File: config.mk
export PLATFORM = sky130hd
export DESIGN_NAME = dispatch_stage_flat
export DESIGN_NICKNAME = d
export VERILOG_FILES = /design/src/rtl/core_pkg.sv /design/src/rtl/dispatch_stage_if.sv /design/src/rtl/dispatch_stage_decode.sv /design/src/rtl/dispatch_stage.sv /design/src/flat_wrapper.sv
export SDC_FILE = /design/constraint.sdc
export NUM_CORES = 1
export LEC_CHECK = 0
export CAP_MARGIN = 20
export CORE_UTILIZATION = 51
export CTS_CLUSTER_DIAMETER = 50
export DETAILED_ROUTE_END_ITERATION = 8
export PLACE_DENSITY_LB_ADDON = 0.15
export SYNTH_ARGS = -nofsm -noshare
export SYNTH_HDL_FRONTEND = slang
export SYNTH_HIERARCHICAL = 1
export SYNTH_SLANG_ARGS = --single-unit
export TNS_END_PERCENT = 10
File: constraint.sdc
create_clock -name clk -period 1.6 [get_ports clk]
set_input_delay 0.16 -clock clk [delete_from_list [all_inputs] [get_ports clk]]
set_output_delay 0.16 -clock clk [all_outputs]
set_load 0.02 [all_outputs]
File: src/rtl/core_pkg.sv
// Shared encodings for the decode -> dispatch path: unit select, ALU op classes,
// ALU control codes and the word held in each dispatch register.
package core_pkg;

    localparam int DU_W         = 4;
    localparam int ALU_OP_W     = 2;
    localparam int ALU_CTRL_W   = 4;
    localparam int IMM_SRC_W    = 3;
    localparam int RESULT_SRC_W = 2;
    localparam int FUNCT3_W     = 3;
    localparam int N_UNITS      = 9;

    // Codes 9..15 select no unit; such bundles still flow through as NOPs.
    typedef enum logic [DU_W-1:0] {
        DU_SHORT_ALU = 4'd0,
        DU_LONG_ALU  = 4'd1,
        DU_BRANCH    = 4'd2,
        DU_CACHE_RD  = 4'd3,
        DU_CACHE_WR  = 4'd4,
        DU_SHORT_FPU = 4'd5,
        DU_LONG_FPU  = 4'd6,
        DU_INPUT     = 4'd7,
        DU_OUTPUT    = 4'd8
    } dispatch_unit_e;

    typedef enum logic [ALU_OP_W-1:0] {
        ALU_OP_ADD   = 2'b00,
        ALU_OP_SUB   = 2'b01,
        ALU_OP_FUNCT = 2'b10,
        ALU_OP_CMP   = 2'b11
    } alu_op_e;

    localparam logic [ALU_CTRL_W-1:0] ALU_CTRL_ADD = 4'b0000;
    localparam logic [ALU_CTRL_W-1:0] ALU_CTRL_SUB = 4'b1000;

    typedef struct packed {
        logic [N_UNITS-1:0]      unit_en;
        logic [ALU_CTRL_W-1:0]   alu_control;
        logic                    alu_op_and;
        logic                    funct3_0;
        logic                    jump;
        logic                    rs_fpu;
        logic                    alu_src;
        logic                    store_src;
        logic                    reg_write;
        logic                    fpu_reg_write;
        logic [RESULT_SRC_W-1:0] result_src;
    } disp_word_t;

    function automatic logic [N_UNITS-1:0] unit_onehot(input logic [DU_W-1:0] du);
        logic [N_UNITS-1:0] oh;
        oh = '0;
        for (int i = 0; i < N_UNITS; i++) begin
            oh[i] = (du == DU_W'(i));
        end
        return oh;
    endfunction

endpackage

File: src/rtl/dispatch_stage_if.sv
// Decode-side and dispatch-side control bundles. The stage consumes the decoder's
// "out" view and produces the dispatch "in" view seen by the execution units.
interface control_decode_io;
    import core_pkg::*;
    logic                    jump;
    logic                    rs_fpu;
    logic [DU_W-1:0]         dispatch_unit;
    logic [ALU_OP_W-1:0]     alu_op;
    logic [IMM_SRC_W-1:0]    imm_src;
    logic                    alu_src;
    logic                    store_src;
    logic                    reg_write;
    logic                    fpu_reg_write;
    logic [RESULT_SRC_W-1:0] result_src;
    logic [FUNCT3_W-1:0]     funct3;
    logic                    op_5_xor_6;

    modport master (output jump, rs_fpu, dispatch_unit, alu_op, imm_src, alu_src, store_src,
                           reg_write, fpu_reg_write, result_src, funct3, op_5_xor_6);
    modport out    (input  jump, rs_fpu, dispatch_unit, alu_op, imm_src, alu_src, store_src,
                           reg_write, fpu_reg_write, result_src, funct3, op_5_xor_6);
endinterface

interface control_dispatch_io;
    import core_pkg::*;
    logic                    short_alu_en;
    logic                    long_alu_en;
    logic                    branch_en;
    logic                    cache_re;
    logic                    cache_we;
    logic                    short_fpu_en;
    logic                    long_fpu_en;
    logic                    input_en;
    logic                    output_en;
    logic [ALU_CTRL_W-1:0]   alu_control;
    logic                    alu_op_and;
    logic                    funct3_0;
    logic                    jump;
    logic                    rs_fpu;
    logic                    alu_src;
    logic                    store_src;
    logic                    reg_write;
    logic                    fpu_reg_write;
    logic [RESULT_SRC_W-1:0] result_src;

    modport in    (output short_alu_en, long_alu_en, branch_en, cache_re, cache_we, short_fpu_en,
                          long_fpu_en, input_en, output_en, alu_control, alu_op_and, funct3_0,
                          jump, rs_fpu, alu_src, store_src, reg_write, fpu_reg_write, result_src);
    modport slave (input  short_alu_en, long_alu_en, branch_en, cache_re, cache_we, short_fpu_en,
                          long_fpu_en, input_en, output_en, alu_control, alu_op_and, funct3_0,
                          jump, rs_fpu, alu_src, store_src, reg_write, fpu_reg_write, result_src);
endinterface

File: src/rtl/dispatch_stage_decode.sv
// Combinational translation of a decoded bundle into the word stored by the
// dispatch registers: one-hot unit enables, ALU control and pass-through fields.
module dispatch_decode
    import core_pkg::*;
(
    input  logic [DU_W-1:0]         dispatch_unit,
    input  logic [ALU_OP_W-1:0]     alu_op,
    input  logic [FUNCT3_W-1:0]     funct3,
    input  logic                    funct7_5,
    input  logic                    op_5_xor_6,
    input  logic                    jump,
    input  logic                    rs_fpu,
    input  logic                    alu_src,
    input  logic                    store_src,
    input  logic                    reg_write,
    input  logic                    fpu_reg_write,
    input  logic [RESULT_SRC_W-1:0] result_src,
    output disp_word_t              word
);

    always_comb begin
        word               = '0;
        word.unit_en       = unit_onehot(dispatch_unit);
        word.alu_op_and    = alu_op[1] & alu_op[0];
        word.funct3_0      = funct3[0];
        word.jump          = jump;
        word.rs_fpu        = rs_fpu;
        word.alu_src       = alu_src;
        word.store_src     = store_src;
        word.reg_write     = reg_write;
        word.fpu_reg_write = fpu_reg_write;
        word.result_src    = result_src;
        // Subtract variant of R-type only when bit 30 is set on an op that has it.
        case (alu_op)
            ALU_OP_ADD:   word.alu_control = ALU_CTRL_ADD;
            ALU_OP_SUB:   word.alu_control = ALU_CTRL_SUB;
            ALU_OP_FUNCT: word.alu_control = {funct7_5 & op_5_xor_6, funct3};
            default:      word.alu_control = {1'b0, funct3};
        endcase
    end

endmodule

File: src/rtl/dispatch_stage.sv
// Dispatch stage: 2-entry skid buffer between decode and the execution units.
// in_ready comes straight from the skid flag, so it never sees out_ready.
module dispatch_stage
    import core_pkg::*;
(
    input  logic               clk,
    input  logic               rst,
    control_decode_io.out      dec,
    input  logic               funct7_5,
    input  logic               in_valid,
    output logic               in_ready,
    control_dispatch_io.in     disp,
    output logic               out_valid,
    input  logic               out_ready,
    input  logic               flush
);

    disp_word_t cap_word;
    disp_word_t main_q;
    disp_word_t skid_q;
    logic       main_valid;
    logic       skid_valid;
    logic       in_xfer;
    logic       main_free;

    dispatch_decode u_decode (
        .dispatch_unit (dec.dispatch_unit),
        .alu_op        (dec.alu_op),
        .funct3        (dec.funct3),
        .funct7_5      (funct7_5),
        .op_5_xor_6    (dec.op_5_xor_6),
        .jump          (dec.jump),
        .rs_fpu        (dec.rs_fpu),
        .alu_src       (dec.alu_src),
        .store_src     (dec.store_src),
        .reg_write     (dec.reg_write),
        .fpu_reg_write (dec.fpu_reg_write),
        .result_src    (dec.result_src),
        .word          (cap_word)
    );

    assign in_ready  = ~skid_valid;
    assign in_xfer   = in_valid & ~skid_valid;
    assign main_free = ~main_valid | out_ready;

    always_ff @(posedge clk) begin
        if (rst) begin
            main_valid <= 1'b0;
            skid_valid <= 1'b0;
            main_q     <= '0;
            skid_q     <= '0;
        end else if (flush) begin
            main_valid <= 1'b0;
            skid_valid <= 1'b0;
        end else if (main_free) begin
            // Skid entry is older than anything on the input, so it goes first.
            if (skid_valid) begin
                main_q     <= skid_q;
                main_valid <= 1'b1;
                skid_valid <= 1'b0;
            end else begin
                main_valid <= in_xfer;
                if (in_xfer) main_q <= cap_word;
            end
        end else if (in_xfer) begin
            skid_q     <= cap_word;
            skid_valid <= 1'b1;
        end
    end

    assign out_valid          = main_valid;
    assign disp.short_alu_en  = main_q.unit_en[DU_SHORT_ALU] & main_valid;
    assign disp.long_alu_en   = main_q.unit_en[DU_LONG_ALU]  & main_valid;
    assign disp.branch_en     = main_q.unit_en[DU_BRANCH]    & main_valid;
    assign disp.cache_re      = main_q.unit_en[DU_CACHE_RD]  & main_valid;
    assign disp.cache_we      = main_q.unit_en[DU_CACHE_WR]  & main_valid;
    assign disp.short_fpu_en  = main_q.unit_en[DU_SHORT_FPU] & main_valid;
    assign disp.long_fpu_en   = main_q.unit_en[DU_LONG_FPU]  & main_valid;
    assign disp.input_en      = main_q.unit_en[DU_INPUT]     & main_valid;
    assign disp.output_en     = main_q.unit_en[DU_OUTPUT]    & main_valid;
    assign disp.reg_write     = main_q.reg_write     & main_valid;
    assign disp.fpu_reg_write = main_q.fpu_reg_write & main_valid;
    assign disp.alu_control   = main_q.alu_control;
    assign disp.alu_op_and    = main_q.alu_op_and;
    assign disp.funct3_0      = main_q.funct3_0;
    assign disp.jump          = main_q.jump;
    assign disp.rs_fpu        = main_q.rs_fpu;
    assign disp.alu_src       = main_q.alu_src;
    assign disp.store_src     = main_q.store_src;
    assign disp.result_src    = main_q.result_src;

endmodule

File: src/flat_wrapper.sv
// flat-port wrapper written by rule: the top's interface ports become plain ports
module dispatch_stage_flat import core_pkg::*;
  (clk, rst, funct7_5, in_valid, in_ready, out_valid, out_ready, flush, dec_jump, dec_rs_fpu, dec_dispatch_unit, dec_alu_op, dec_imm_src, dec_alu_src, dec_store_src, dec_reg_write, dec_fpu_reg_write, dec_result_src, dec_funct3, dec_op_5_xor_6, disp_short_alu_en, disp_long_alu_en, disp_branch_en, disp_cache_re, disp_cache_we, disp_short_fpu_en, disp_long_fpu_en, disp_input_en, disp_output_en, disp_alu_control, disp_alu_op_and, disp_funct3_0, disp_jump, disp_rs_fpu, disp_alu_src, disp_store_src, disp_reg_write, disp_fpu_reg_write, disp_result_src);
  control_decode_io dec_i ();
  control_dispatch_io disp_i ();
  input  logic clk;
  input  logic rst;
  input  logic funct7_5;
  input  logic in_valid;
  output logic in_ready;
  output logic out_valid;
  input  logic out_ready;
  input  logic flush;
  input wire logic [$bits(dec_i.jump)-1:0] dec_jump;
  input wire logic [$bits(dec_i.rs_fpu)-1:0] dec_rs_fpu;
  input wire logic [$bits(dec_i.dispatch_unit)-1:0] dec_dispatch_unit;
  input wire logic [$bits(dec_i.alu_op)-1:0] dec_alu_op;
  input wire logic [$bits(dec_i.imm_src)-1:0] dec_imm_src;
  input wire logic [$bits(dec_i.alu_src)-1:0] dec_alu_src;
  input wire logic [$bits(dec_i.store_src)-1:0] dec_store_src;
  input wire logic [$bits(dec_i.reg_write)-1:0] dec_reg_write;
  input wire logic [$bits(dec_i.fpu_reg_write)-1:0] dec_fpu_reg_write;
  input wire logic [$bits(dec_i.result_src)-1:0] dec_result_src;
  input wire logic [$bits(dec_i.funct3)-1:0] dec_funct3;
  input wire logic [$bits(dec_i.op_5_xor_6)-1:0] dec_op_5_xor_6;
  output wire logic [$bits(disp_i.short_alu_en)-1:0] disp_short_alu_en;
  output wire logic [$bits(disp_i.long_alu_en)-1:0] disp_long_alu_en;
  output wire logic [$bits(disp_i.branch_en)-1:0] disp_branch_en;
  output wire logic [$bits(disp_i.cache_re)-1:0] disp_cache_re;
  output wire logic [$bits(disp_i.cache_we)-1:0] disp_cache_we;
  output wire logic [$bits(disp_i.short_fpu_en)-1:0] disp_short_fpu_en;
  output wire logic [$bits(disp_i.long_fpu_en)-1:0] disp_long_fpu_en;
  output wire logic [$bits(disp_i.input_en)-1:0] disp_input_en;
  output wire logic [$bits(disp_i.output_en)-1:0] disp_output_en;
  output wire logic [$bits(disp_i.alu_control)-1:0] disp_alu_control;
  output wire logic [$bits(disp_i.alu_op_and)-1:0] disp_alu_op_and;
  output wire logic [$bits(disp_i.funct3_0)-1:0] disp_funct3_0;
  output wire logic [$bits(disp_i.jump)-1:0] disp_jump;
  output wire logic [$bits(disp_i.rs_fpu)-1:0] disp_rs_fpu;
  output wire logic [$bits(disp_i.alu_src)-1:0] disp_alu_src;
  output wire logic [$bits(disp_i.store_src)-1:0] disp_store_src;
  output wire logic [$bits(disp_i.reg_write)-1:0] disp_reg_write;
  output wire logic [$bits(disp_i.fpu_reg_write)-1:0] disp_fpu_reg_write;
  output wire logic [$bits(disp_i.result_src)-1:0] disp_result_src;
  assign dec_i.jump = dec_jump;
  assign dec_i.rs_fpu = dec_rs_fpu;
  assign dec_i.dispatch_unit = dec_dispatch_unit;
  assign dec_i.alu_op = dec_alu_op;
  assign dec_i.imm_src = dec_imm_src;
  assign dec_i.alu_src = dec_alu_src;
  assign dec_i.store_src = dec_store_src;
  assign dec_i.reg_write = dec_reg_write;
  assign dec_i.fpu_reg_write = dec_fpu_reg_write;
  assign dec_i.result_src = dec_result_src;
  assign dec_i.funct3 = dec_funct3;
  assign dec_i.op_5_xor_6 = dec_op_5_xor_6;
  assign disp_short_alu_en = disp_i.short_alu_en;
  assign disp_long_alu_en = disp_i.long_alu_en;
  assign disp_branch_en = disp_i.branch_en;
  assign disp_cache_re = disp_i.cache_re;
  assign disp_cache_we = disp_i.cache_we;
  assign disp_short_fpu_en = disp_i.short_fpu_en;
  assign disp_long_fpu_en = disp_i.long_fpu_en;
  assign disp_input_en = disp_i.input_en;
  assign disp_output_en = disp_i.output_en;
  assign disp_alu_control = disp_i.alu_control;
  assign disp_alu_op_and = disp_i.alu_op_and;
  assign disp_funct3_0 = disp_i.funct3_0;
  assign disp_jump = disp_i.jump;
  assign disp_rs_fpu = disp_i.rs_fpu;
  assign disp_alu_src = disp_i.alu_src;
  assign disp_store_src = disp_i.store_src;
  assign disp_reg_write = disp_i.reg_write;
  assign disp_fpu_reg_write = disp_i.fpu_reg_write;
  assign disp_result_src = disp_i.result_src;
  dispatch_stage u_core (.clk(clk), .rst(rst), .dec(dec_i), .funct7_5(funct7_5), .in_valid(in_valid), .in_ready(in_ready), .disp(disp_i), .out_valid(out_valid), .out_ready(out_ready), .flush(flush));
endmodule
# Yosys cells after proc, flatten, opt, wreduce, memory -nomap -nowiden
# Index checks and enable logic that the tools add are counted.
[classes]
n_mux = 4
eq_ne = 10
bitwise_logic = 19
reduce_logical = 7
[op_table]
columns = ["cell", "count"]
rows = [
  ["$mux W23", 2],
  ["$eq A4 B3 Y1 const B", 4],
  ["$and A1 B1 Y1", 14],
  ["$pmux W4 S3", 1],
  ["$eq A4 B2 Y1 const B", 2],
  ["$reduce_and A3 Y1", 2],
  ["$eq A4 B1 Y1 const B", 1],
  ["$eq A4 B4 Y1 const B", 1],
  ["$logic_not A4 Y1", 1],
  ["$not A1 Y1", 4],
  ["$reduce_or A3 Y1", 1],
  ["$eq A2 B1 Y1 const B", 1],
  ["$eq A2 B2 Y1 const B", 1],
  ["$logic_not A2 Y1", 1],
  ["$reduce_bool A2 Y1", 1],
  ["$reduce_or A2 Y1", 1],
  ["$mux W1", 1],
  ["$or A1 B1 Y1", 1],
]
[totals]
inputBits = 27
wordCells = 64
ff_bits = 48

# Logic depth before layout (Yosys ltp)
[logic_depth]
depth_word = 4
mapped_depth = 6
mapped_depth_nobuf = 4

# Cells and area by module
# Netlist, hierarchy kept.
[modules_own_cells]
columns = ["mod", "area_per_inst_um2", "cells_each", "n_inst"]
rows = [
  ["dispatch_stage", 2406.1, 232, 1],
  ["dispatch_decode", 190.2, 28, 1],
]

# Least setup slack after synthesis
# No wires, ideal clock.
[synth_path]
path_type = "reg-to-reg"
from = "reg u_core.main_valid, in the netlist u_core/out_valid"
to = "reg u_core/skid_q[12] (netlist bit)"
setup_slack_ns = 0.080
n_path_buf = 2
arrival_ns = 1.449
path_stages_with_launch = 6
synth_period_minus_slack_ns = 1.520
path_cell_list = "dfxtp_1 > nand2b_1 > buf_6 > nor4b_4 > buf_6 > mux2i_1"
[synth_between]
elab_chain_len = 4
[synth_rtl]
columns = ["element", "line_no", "source"]
rows = [
  ["from (decl)", "dispatch_stage.sv:21", "logic main_valid;"],
  ["from (signal assigned)", "dispatch_stage.sv:62", "main_valid <= in_xfer;"],
  ["$not A1 Y1", "dispatch_stage.sv:44", "assign main_free = ~main_valid | out_ready;"],
  ["$or A1 B1 Y1", "dispatch_stage.sv:44", ""],
  ["$not A1 Y1 (no source line)", "-", ""],
  ["$reduce_and A3 Y1 (no source line)", "-", ""],
  ["to (signal assigned)", "dispatch_stage.sv:66", "skid_q <= cap_word;"],
  ["to (decl)", "dispatch_stage.sv:20", "disp_word_t skid_q;"],
]
# Every way passes these cells.
# A chain may end at the register's enable or synchronous reset.

# Worst setup path after layout
[layout_path]
from = "reg u_core.skid_valid"
to = "out in_ready"
[layout_between]
elab_chain_len = 1
[layout_rtl]
columns = ["element", "line_no", "source"]
rows = [
  ["from (decl)", "dispatch_stage.sv:22", "logic skid_valid;"],
  ["from (signal assigned)", "dispatch_stage.sv:49", "skid_valid <= 1'b0;"],
  ["from (signal assigned)", "dispatch_stage.sv:54", "skid_valid <= 1'b0;"],
  ["from (signal assigned)", "dispatch_stage.sv:60", "skid_valid <= 1'b0;"],
  ["$not A1 Y1", "dispatch_stage.sv:42", "assign in_ready = ~skid_valid;"],
  ["to (decl)", "flat_wrapper.sv:10", "output logic in_ready;"],
]
# Every way passes these cells.

==> impl_results.md <==
* Die Height at around 73 um
* Most frequent cells in the layout: nand2b_1, mux2i_1, dfxtp_1
* Internal at about 2.0 mW
* CTS tree: yes
* Worst-path clk slew at 90 ps
* Starting Density at between 50 and 60%
* Final Cell Area at roughly 3200 um2
* Port bufs at 48
* Worst Hold Depth at 3
* Via/cell ratio at ~5.2
* Commonest non-fill, non-tap cell in the layout: nand2b_1
* Synth top area cells: dfxtp_1, mux2i_1, nand2b_1
* Number of setup buffers added after CTS at 0
* Root Buffer: clkbuf_8
* Synth Instances at between 200 and 300
* Avg Synthesized Cell Area at 9.99 um2
* Placed Cells at 351
* Logic pwr share at about 15%
* Power share of the clock group at between 30% and 40%
* DP Area at slightly above 3000 um2
* Distinct cells, synth at 23
* Clock sinks at 48
* Total power at approximately 2.6 mW
* Kind of critical path: register to output pin
* Die width at ~73 um
* Row count at 25
* Max-slew violation count at 0
* Post-Syn Nets at roughly 290
* RSZ-0062 raised after global routing: false
* Mapped Area at 2600 um2
* #FFs+latches synth at 48
* Layout cells sized above 1 at 16.4%
* Status: finished clean
* LEAKAGE at ~1.1 nW
* Largest buffer count on any clock path at 2
* Final ANT Viol Nets at 0
* CP Capture Type: output pin
* Max cap viols at 0
* TritonCTS buffer count at 5
* PD cells at between 800 and 900 nW/um2
* Nets at ~320
* GP Congestion at about 0.73
* Post-synth top area share at between 30% and 40%
* Initial antenna violation count at 0
* Minimum clock period at between 1500 and 2000 ps
* WL per Instance at approximately 14 um
* Crit path max fanout at 7
* Skew-Pair Late Insertion Delay at around 300 ps
* Final setup viols at 0
* Worst setup SP type: register
* Io pins at 52
* Sequential share of power at about half
* Via Count at between 1,500 and 2,000
* Required time worst endpoint at about 1400 ps
* Final Non-Filler Cells at approximately 360
* Maximum VDD drop at 0.000490 V
* Reg2reg path depth at 5
* GRT overflow at 0
* Vias in the first global route at roughly 1,800
* Initial DRC count at ~120
* Max Freq at 663 MHz
* Syn. warnings at 6
* Clock Skew at 11.5 ps
* Antenna fix cells at 0
* H-tree depth at 2
* Switch Pwr at approximately 0.63 mW
* Drt drc at 0
* Area growth syn-to-layout at 22.0%
* # fillers at 433
* Switching share of power at between 20 and 25%
* Die Area at ~5400 um2
* Dominant cell type by area after synthesis: dfxtp_1
* Total track usage at between 10% and 20%
* Hold_buf cts at 0
* Fin Hold WS at between 300 and 400 ps
* Final period utilization at 94.3%
* Core Box Area at a little under 5000 um2
* Post-Route WL at ~5 mm
* First-pass detailed-route iteration total at 4
* Worst EP arrival at ~1400 ps
* Endpoints failing hold at 0
* DP Wirelength at ~3.2 mm
* Worst Max-Slew Pin Slew at between 300 and 400 ps
* Largest net degree at the start of global routing at a little over 70
* Worst rel slew slack at 75.5%
* Post-synthesis sequential area ratio at between 30 and 40%
* Global-route wire length before repair at between 8 and 9 mm
* Hold WC Path Type: input port to register
-- power groups by stage --
stage / logic [mW] / clock network, mW / registers (mW)
2_1_floorplan: 0.252 / 0 / 1.29
3_3_place_gp: 0.397 / 0 / 1.28
3_5_place_dp: 0.401 / 0 / 1.29
4_1_cts: 0.399 / 0.947 / 1.26
5_1_grt: 0.429 / 0.999 / 1.26
6_report: 0.395 / 0.930 / 1.26
-- sequential cells by signal, summed over array words and instances (netlist names) --
name,count
u_core/main_q,11
u_core/disp.rs_fpu,1
u_core/disp.alu_op_and,1
u_core/disp.jump,1
u_core/out_valid,1
u_core/disp.store_src,1
u_core/disp.funct3_0,1
u_core/skid_valid,1
u_core/disp.alu_control,4
u_core/disp.alu_src,1
u_core/skid_q,23
u_core/disp.result_src,2
-- critical path, stage by stage, from the launching register on --
cell and delay, ps:
dfxtp_2 400, inv_2 60, clkdlybuf4s50_1 590
-- cell usage after synthesis, drive strengths merged --
cell type   n
nor3        4
a211oi     24
nand2       1
o21ba       1
nor2        4
mux2i      47
a21oi      23
buf        25
and2       16
clkbuf     11
nor4        2
inv         1
nor4b       2
nand3       1
dfxtp      48
nand2b     50
-- logic make-up (layout without fill, tap and decap cells) --
logic type | count (synthesis) | in the layout | synth area share, %
buffers and inverters | 37 | 69 | 9.40
multiplexers | 47 | 47 | 18.1
AO/OA/AOI/OAI | 48 | 48 | 15.6
AND/OR/NAND/NOR | 80 | 80 | 19.9
flip-flops | 48 | 48 | 37.0
-- metrics by stage --
step / utilization [%] / setup TNS (ps) / setup slack, ps
2_1_floorplan: - / 0 / 79.7
3_3_place_gp: 63.5 / -5.25 / -3.91
3_5_place_dp: 63.5 / -177 / -24.4
4_1_cts: 65.7 / 0 / 34.5
5_1_grt: 65.7 / 0 / 36.3
6_report: 65.7 / 0 / 91.5
-- per-layer routing --
layer / track usage [%] / part of all wire [%]
met1: 24.5 / 47
met2: 35.4 / 49
met3: 3.29 / 2.6
met4: 6.62 / 1.2
met5: 0 / 0
-- area by class of cell --
| class | instances | area [um2] | area share [%] |
|---|---|---|---|
| inverters | 1 | 3.75 | 0.119 |
| flip-flops and latches | 48 | 962 | 30.4 |
| well taps | 67 | 83.8 | 2.65 |
| clock buffers | 6 | 82.6 | 2.61 |
| repair buffers | 60 | 604 | 19.1 |
| multi-input cells | 175 | 1390 | 43.9 |
| clock inverters | 2 | 38.8 | 1.22 |
-- worst paths after layout --
check	start	endpoint	slack (ps)
worst max-delay path	u_core/skid_valid$_SDFFE_PP0P_	in_ready	90
worst min-delay path	rst	u_core/disp.alu_op_and$_SDFFE_PP0P_	330
worst max register to register	u_core/out_valid$_SDFFE_PP0P_	u_core/skid_q[9]$_SDFFE_PP0P_	150
worst min register to register	u_core/skid_q[11]$_SDFFE_PP0P_	u_core/skid_q[11]$_SDFFE_PP0P_	480
-- what timing repair did --
item	CTS	global route
gates resized for setup	11	1
setup endpoints to repair	11	1
pin swaps	0	0
Power figures use the tool's default switching activity.
